==> config.mk <==
export PLATFORM = sky130hd
export DESIGN_NAME = hazard_stall_ctrl_flat
export DESIGN_NICKNAME = d
export VERILOG_FILES = /design/src/rtl/hazard_stall_ctrl_if.sv /design/src/rtl/hazard_stall_ctrl.sv /design/src/flat_wrapper.sv
export SDC_FILE = /design/constraint.sdc
export NUM_CORES = 1
export LEC_CHECK = 0
export ABC_AREA = 1
export ABC_CLOCK_PERIOD_IN_PS = 1850
export CAP_MARGIN = 5
export CORE_ASPECT_RATIO = 2
export CORE_MARGIN = 2
export CORE_UTILIZATION = 40
export CTS_CLUSTER_SIZE = 14
export DETAILED_ROUTE_END_ITERATION = 8
export GPL_ROUTABILITY_DRIVEN = 0
export PLACE_DENSITY = 0.81
export SETUP_SLACK_MARGIN = 0.05
export SLEW_MARGIN = 15
export SYNTH_ARGS = -nofsm -noshare
export SYNTH_HDL_FRONTEND = slang
export SYNTH_SLANG_ARGS = --single-unit
==> constraint.sdc <==
create_clock -name clock -period 1.85 [get_ports clock]
set_clock_uncertainty 0.1 [all_clocks]
set_input_delay 0.185 -clock clock [delete_from_list [all_inputs] [get_ports clock]]
set_output_delay 0.185 -clock clock [all_outputs]
set_load 0.02 [all_outputs]
==> src/rtl/hazard_stall_ctrl_if.sv <==
// Decode/stage-3 hazard inputs and pipeline enable/squash outputs of the stall controller.
// master drives the pipeline-side inputs, slave is the controller.
interface hazard_stall_ctrl_if #(
  parameter int REG_AW = 3,
  parameter int CNT_W  = 16
);
  logic [REG_AW-1:0] id_rs;
  logic [REG_AW-1:0] id_rt;
  logic              id_rs_use;
  logic              id_rt_use;
  logic              p3_memRead;
  logic              p3_regWren;
  logic [REG_AW-1:0] p3_rd;
  logic              branch_taken;
  logic              mem_busy;
  logic              ce_fetch;
  logic              ce_pipe;
  logic              bubble;
  logic              flush;
  logic [1:0]        state;
  logic [CNT_W-1:0]  stall_cycles;

  modport master (
    output id_rs, id_rt, id_rs_use, id_rt_use, p3_memRead, p3_regWren, p3_rd,
           branch_taken, mem_busy,
    input  ce_fetch, ce_pipe, bubble, flush, state, stall_cycles
  );

  modport slave (
    input  id_rs, id_rt, id_rs_use, id_rt_use, p3_memRead, p3_regWren, p3_rd,
           branch_taken, mem_busy,
    output ce_fetch, ce_pipe, bubble, flush, state, stall_cycles
  );
endinterface

==> src/rtl/hazard_stall_ctrl.sv <==
// Load-use / taken-branch / memory-wait pipeline stall controller with a
// saturating stall-cycle counter.
//
// state   | meaning
// RUN     | normal issue, hazards evaluated each cycle
// LOADUSE | remaining load-use bubble cycles, fetch held
// FLUSH   | remaining wrong-path squash cycles after a taken branch
// (3)     | unused, returns to RUN
module hazard_stall_ctrl #(
  parameter int REG_AW          = 3,
  parameter int LOAD_USE_CYCLES = 1,
  parameter int FLUSH_CYCLES    = 2,
  parameter int CNT_W           = 16
) (
  input  logic              clock,
  input  logic              reset,
  hazard_stall_ctrl_if.slave bus
);
  localparam int MAX_CYC = (LOAD_USE_CYCLES > FLUSH_CYCLES) ? LOAD_USE_CYCLES : FLUSH_CYCLES;
  localparam int CW      = (MAX_CYC > 0) ? $clog2(MAX_CYC + 1) : 1;

  localparam logic [CW-1:0]     LU_RELOAD = CW'(LOAD_USE_CYCLES - 1);
  localparam logic [CW-1:0]     FL_RELOAD = CW'(FLUSH_CYCLES - 1);
  localparam logic [CW-1:0]     CNT_ONE   = CW'(1);
  localparam logic [CNT_W-1:0]  STALL_MAX = '1;
  localparam logic [REG_AW-1:0] REG_ZERO  = '0;

  typedef enum logic [1:0] {
    RUN     = 2'd0,
    LOADUSE = 2'd1,
    FLUSH   = 2'd2,
    UNUSED  = 2'd3
  } state_t;

  state_t           st;
  logic [CW-1:0]    cnt;
  logic [CNT_W-1:0] stalls;
  logic             hazard;
  logic             ce_fetch_c;
  logic             ce_pipe_c;
  logic             bubble_c;
  logic             flush_c;

  assign hazard = bus.p3_memRead & bus.p3_regWren & (bus.p3_rd != REG_ZERO) &
                  ((bus.id_rs_use & (bus.id_rs == bus.p3_rd)) |
                   (bus.id_rt_use & (bus.id_rt == bus.p3_rd)));

  // Reset gates the outputs directly so they drop the instant reset rises.
  always_comb begin
    ce_fetch_c = 1'b0;
    ce_pipe_c  = 1'b0;
    bubble_c   = 1'b0;
    flush_c    = 1'b0;
    if (!reset && !bus.mem_busy) begin
      if (bus.branch_taken || st == FLUSH) begin
        ce_fetch_c = 1'b1;
        ce_pipe_c  = 1'b1;
        bubble_c   = 1'b1;
        flush_c    = 1'b1;
      end else if (st == LOADUSE || hazard) begin
        ce_pipe_c  = 1'b1;
        bubble_c   = 1'b1;
      end else begin
        ce_fetch_c = 1'b1;
        ce_pipe_c  = 1'b1;
      end
    end
  end

  always_ff @(posedge clock or posedge reset) begin
    if (reset) begin
      st     <= RUN;
      cnt    <= '0;
      stalls <= '0;
    end else begin
      if (!ce_fetch_c && stalls != STALL_MAX)
        stalls <= stalls + CNT_W'(1);
      // A busy memory freezes the window so no event is consumed.
      if (!bus.mem_busy) begin
        if (bus.branch_taken) begin
          if (FLUSH_CYCLES > 1) begin
            st  <= FLUSH;
            cnt <= FL_RELOAD;
          end else begin
            st  <= RUN;
            cnt <= '0;
          end
        end else begin
          case (st)
            RUN: begin
              if (hazard && LOAD_USE_CYCLES > 1) begin
                st  <= LOADUSE;
                cnt <= LU_RELOAD;
              end
            end
            LOADUSE, FLUSH: begin
              cnt <= cnt - CNT_ONE;
              if (cnt == CNT_ONE)
                st <= RUN;
            end
            default: begin
              st  <= RUN;
              cnt <= '0;
            end
          endcase
        end
      end
    end
  end

  assign bus.ce_fetch     = ce_fetch_c;
  assign bus.ce_pipe      = ce_pipe_c;
  assign bus.bubble       = bubble_c;
  assign bus.flush        = flush_c;
  assign bus.state        = st;
  assign bus.stall_cycles = stalls;
endmodule

==> src/flat_wrapper.sv <==
// flat-port wrapper written by rule: the top's interface ports become plain ports
module hazard_stall_ctrl_flat 
#(
  parameter int REG_AW          = 3,
  parameter int LOAD_USE_CYCLES = 1,
  parameter int FLUSH_CYCLES    = 2,
  parameter int CNT_W           = 16
)
  (clock, reset, bus_id_rs, bus_id_rt, bus_id_rs_use, bus_id_rt_use, bus_p3_memRead, bus_p3_regWren, bus_p3_rd, bus_branch_taken, bus_mem_busy, bus_ce_fetch, bus_ce_pipe, bus_bubble, bus_flush, bus_state, bus_stall_cycles);
  hazard_stall_ctrl_if #(.REG_AW(REG_AW), .CNT_W(CNT_W)) bus_i ();
  input  logic clock;
  input  logic reset;
  input wire logic [$bits(bus_i.id_rs)-1:0] bus_id_rs;
  input wire logic [$bits(bus_i.id_rt)-1:0] bus_id_rt;
  input wire logic [$bits(bus_i.id_rs_use)-1:0] bus_id_rs_use;
  input wire logic [$bits(bus_i.id_rt_use)-1:0] bus_id_rt_use;
  input wire logic [$bits(bus_i.p3_memRead)-1:0] bus_p3_memRead;
  input wire logic [$bits(bus_i.p3_regWren)-1:0] bus_p3_regWren;
  input wire logic [$bits(bus_i.p3_rd)-1:0] bus_p3_rd;
  input wire logic [$bits(bus_i.branch_taken)-1:0] bus_branch_taken;
  input wire logic [$bits(bus_i.mem_busy)-1:0] bus_mem_busy;
  output wire logic [$bits(bus_i.ce_fetch)-1:0] bus_ce_fetch;
  output wire logic [$bits(bus_i.ce_pipe)-1:0] bus_ce_pipe;
  output wire logic [$bits(bus_i.bubble)-1:0] bus_bubble;
  output wire logic [$bits(bus_i.flush)-1:0] bus_flush;
  output wire logic [$bits(bus_i.state)-1:0] bus_state;
  output wire logic [$bits(bus_i.stall_cycles)-1:0] bus_stall_cycles;
  assign bus_i.id_rs = bus_id_rs;
  assign bus_i.id_rt = bus_id_rt;
  assign bus_i.id_rs_use = bus_id_rs_use;
  assign bus_i.id_rt_use = bus_id_rt_use;
  assign bus_i.p3_memRead = bus_p3_memRead;
  assign bus_i.p3_regWren = bus_p3_regWren;
  assign bus_i.p3_rd = bus_p3_rd;
  assign bus_i.branch_taken = bus_branch_taken;
  assign bus_i.mem_busy = bus_mem_busy;
  assign bus_ce_fetch = bus_i.ce_fetch;
  assign bus_ce_pipe = bus_i.ce_pipe;
  assign bus_bubble = bus_i.bubble;
  assign bus_flush = bus_i.flush;
  assign bus_state = bus_i.state;
  assign bus_stall_cycles = bus_i.stall_cycles;
  hazard_stall_ctrl #(.REG_AW(REG_AW), .LOAD_USE_CYCLES(LOAD_USE_CYCLES), .FLUSH_CYCLES(FLUSH_CYCLES), .CNT_W(CNT_W)) u_core (.clock(clock), .reset(reset), .bus(bus_i));
endmodule
==> impl_metrics.ini <==
[worst_setup_path]
crit_path_start_kind = register
crit_path_max_incr_delay_ns = 0.40
critical_path.max_fanout = 8
critical_path_class = reg2reg
cp.required_ns = 1.95
endpoint = u_core.bus.stall_cycles[4]
crit_arrival_ns = 1.82
worstRegToRegCells = 8
cp-end-kind = register
path_cells = ha_1 > nand3_2 > nor2_2 > nand4_4 > buf_4 > nand2_2 > nand2_1 > nand2_1
worst-r2r-setup-slack_ns = 0.13
timing.critical_path.mode_cell = nand2_1
timing.rr.start = u_core.bus.stall_cycles[0]
crit_slowest_cell = dfrtp_1
crit_start = u_core.bus.stall_cycles[0]
reg2reg_to = u_core.bus.stall_cycles[4]

[placed_design]
dp_hpwl_um = 2515
place_ws_ns = -0.4321
portBuffers = 37

[clock_network]
clk_pin_slew_ns = 0.07
cts_tree = built
cts_max_level = 1
cts_root_buffer = clkbuf_8
cts_sinks = 19
cts_setup_buffers = 0
clockBufferDepth = 2
numCtsBuffers = 3
clock_latency_ns = 0.26

[sta]
fin_crit_sh_pct = 92.96
drv_slew = 0
clock.fmax_mhz = 581.5
fin_crit_ns = 1.720
worst_slack_ns = 0.1302
rsz0062_at_grt = true
finalSetupTns_ns = 0
setup_viol = 0
final_hold_viol_count = 0

[cells_and_area]
n_antenna_cell = 0
finish.utilization_pct = 57.58
final_nets = 262
fillCellCount = 302
drive_above_1_share_pct = 10.74
syn_to_final_growth_pct = 38.48

[logic_synthesis]
syn-num-nets = 216
yosysSeqAreaShare_pct = 36.64
netlist_area_um2 = 1297
synth_cell_types = 23
syn_avg_cell_area_um2 = 6.586
yosys_warnings = 0
synth_cells = 197
ys_ff_latch = 19

[global_route]
antenna_found_initial = 0
gr-usage-all-layers_pct = 17.92
grt_pass1_vias = 1235
grt_pass1_wl_um = 5043
grt_max_degree = 26
grt.overflow.total = 0

[flow_run]
max_cap_viol_count = 0

[floorplan]
die_y_um = 84.55
die_w_um = 44.27
pin_count = 39
row_count = 29
dieArea_um2 = 3743
core_area_um2 = 3120
start_util_pct = 41.58

[min_path]
hold_class = in2async

[pwr]
swShare_pct = 35.18
internal-power_uw = 885.6
seq_power_share_pct = 42.3
clkPwrFrac_pct = 21.0
power_density_nw_per_um2 = 760.4
switching_power_uw = 480.7
comb_power_share_pct = 36.7
leakage_uw = 0.0009586
peakVddDrop_mv = 0.6739

[drt]
ant_nets = 0
drt_iter0_markers = 30
viasPerCell = 4.857
via_count = 1326
wl_per_cell_um = 11.76
drc_errors = 0
routed_wirelength_um = 3211
dr.pass1.iters = 4

[run_status]
status = finished, final reports clean
[cell usage in the layout (no fill, tap or decap)]
cell,Yosys,routed
nand4_1,2,2
a21oi_1,2,2
xnor2_1,1,1
conb_1,1,1
nand4_4,0,1
o21a_1,1,1
dlygate4sd2_1,0,3
nor2_2,2,4
clkbuf_8,0,3
nor4_2,0,1
dlymetal6s2s_1,0,4
nor2_1,20,18
nand3_2,2,2
dfrtp_1,19,19
buf_4,1,7
nand2_4,1,1
clkdlybuf4s50_1,0,28
ha_1,2,2
nor3_1,3,3
buf_8,0,1
nand2_1,77,76
o21ai_0,2,2
buf_2,0,2
clkbuf_1,0,1
nand3_1,19,19
inv_2,2,2
inv_1,29,29
nand2_2,1,2
xor2_1,5,5
[cells in the mapped netlist]
cell | number | area (µm²)
xor2_1 | 5 | 43.79
nand3_1 | 19 | 95.09
buf_6 | 3 | 33.78
dfrtp_1 | 19 | 475.5
o21ai_0 | 2 | 10.01
nand2_2 | 1 | 6.260
inv_1 | 29 | 108.9
nor2_2 | 2 | 12.51
inv_2 | 2 | 7.510
nor3_1 | 3 | 15.01
nand4_2 | 1 | 12.51
buf_4 | 1 | 7.510
nand3_2 | 2 | 20.02
nor4_1 | 1 | 6.260
nand2_1 | 77 | 289.0
nand4_1 | 2 | 12.51
nand2_4 | 1 | 11.26
o21a_1 | 1 | 7.510
nor2_1 | 20 | 75.07
xnor2_1 | 1 | 8.760
ha_1 | 2 | 25.02
conb_1 | 1 | 3.750
a21oi_1 | 2 | 10.01
[power by group through the flow]
| stage | registers, µW | clock network [µW] | logic [µW] |
|---|---|---|---|
| after floorplan | 641 | 0 | 222 |
| after global placement | 583 | 0 | 500 |
| after detailed placement | 584 | 0 | 510 |
| after CTS | 577 | 299 | 508 |
| after global routing | 586 | 310 | 552 |
| final | 578 | 287 | 501 |
[state kept, by name, summed over array words and instances, names as in the netlist]
signal and cells:
u_core.bus.state 1, u_core.bus.stall_cycles 16, u_core.cnt 2
[area by class of cell]
cell class / instances / area, µm² / share of cell area (%)
clock buffer: 4 / 45.04 / 2.507
inverter: 31 / 116.4 / 6.476
multi-input combinational: 143 / 686.9 / 38.23
sequential: 19 / 475.5 / 26.46
tap: 31 / 38.79 / 2.159
timing repair buffer: 45 / 434.2 / 24.16
[cells by family after synthesis]
logic type	share of synthesized area, %
other	0.2890
XOR/XNOR	4.050
buffers and inverters	12.15
AND/OR/NAND/NOR	42.82
AO/OA/AOI/OAI	2.122
adder cells (fa/ha/maj)	1.928
flip-flops	36.64
[per-layer routing]
| metal | GRT usage (%) | part of all wire (%) | wire length [µm] |
|---|---|---|---|
| met1 | 16.58 | 36 | 1161 |
| met2 | 35.56 | 58 | 1848 |
| met4 | 7.989 | 1.5 | 49 |
| met5 | 0 | 0 | 0 |
| met3 | 1.935 | 4.7 | 151 |
[how the worst min path moves through the flow]
stage,end,startpoint,slack (ns),cells after the start
finish,u_core.bus.stall_cycles[5],reset,0.18,3
global route,u_core.bus.stall_cycles[6],reset,0.22,3
CTS,u_core.bus.stall_cycles[5],reset,0.19,3
detailed placement,u_core.bus.stall_cycles[11],u_core.bus.stall_cycles[11],0.42,2
global placement,u_core.cnt[0],u_core.cnt[0],0.41,1
floorplan,u_core.bus.stall_cycles[0],reset,0.04,1
[worst max-delay path: cells and delay by family (launching register included)]
| kind | cells | cell delay, ns |
|---|---|---|
| adder cells (fa/ha/maj) | 1 | 0.22 |
| buffers and inverters | 1 | 0.20 |
| flip-flops | 1 | 0.40 |
| AND/OR/NAND/NOR | 6 | 0.74 |
[metrics by stage]
stage | total power, µW | instances | area [µm²] | hold slack [ns]
after detailed placement | 1095 | 269 | 1725 | 0.4188
after global placement | 1083 | 269 | 1725 | 0.4134
after global routing | 1448 | 273 | 1797 | 0.2164
after floorplan | 863.4 | 197 | 1297 | 0.03613
final | 1366 | 273 | 1797 | 0.1825
after CTS | 1384 | 273 | 1763 | 0.1883
[repair_timing]
action	in CTS	in global routing
hold buffers	0	0
pin swaps	1	3
setup endpoints to repair	11	17
gates resized for setup	13	9
Note: power is estimated with default switching activity, not from simulation.
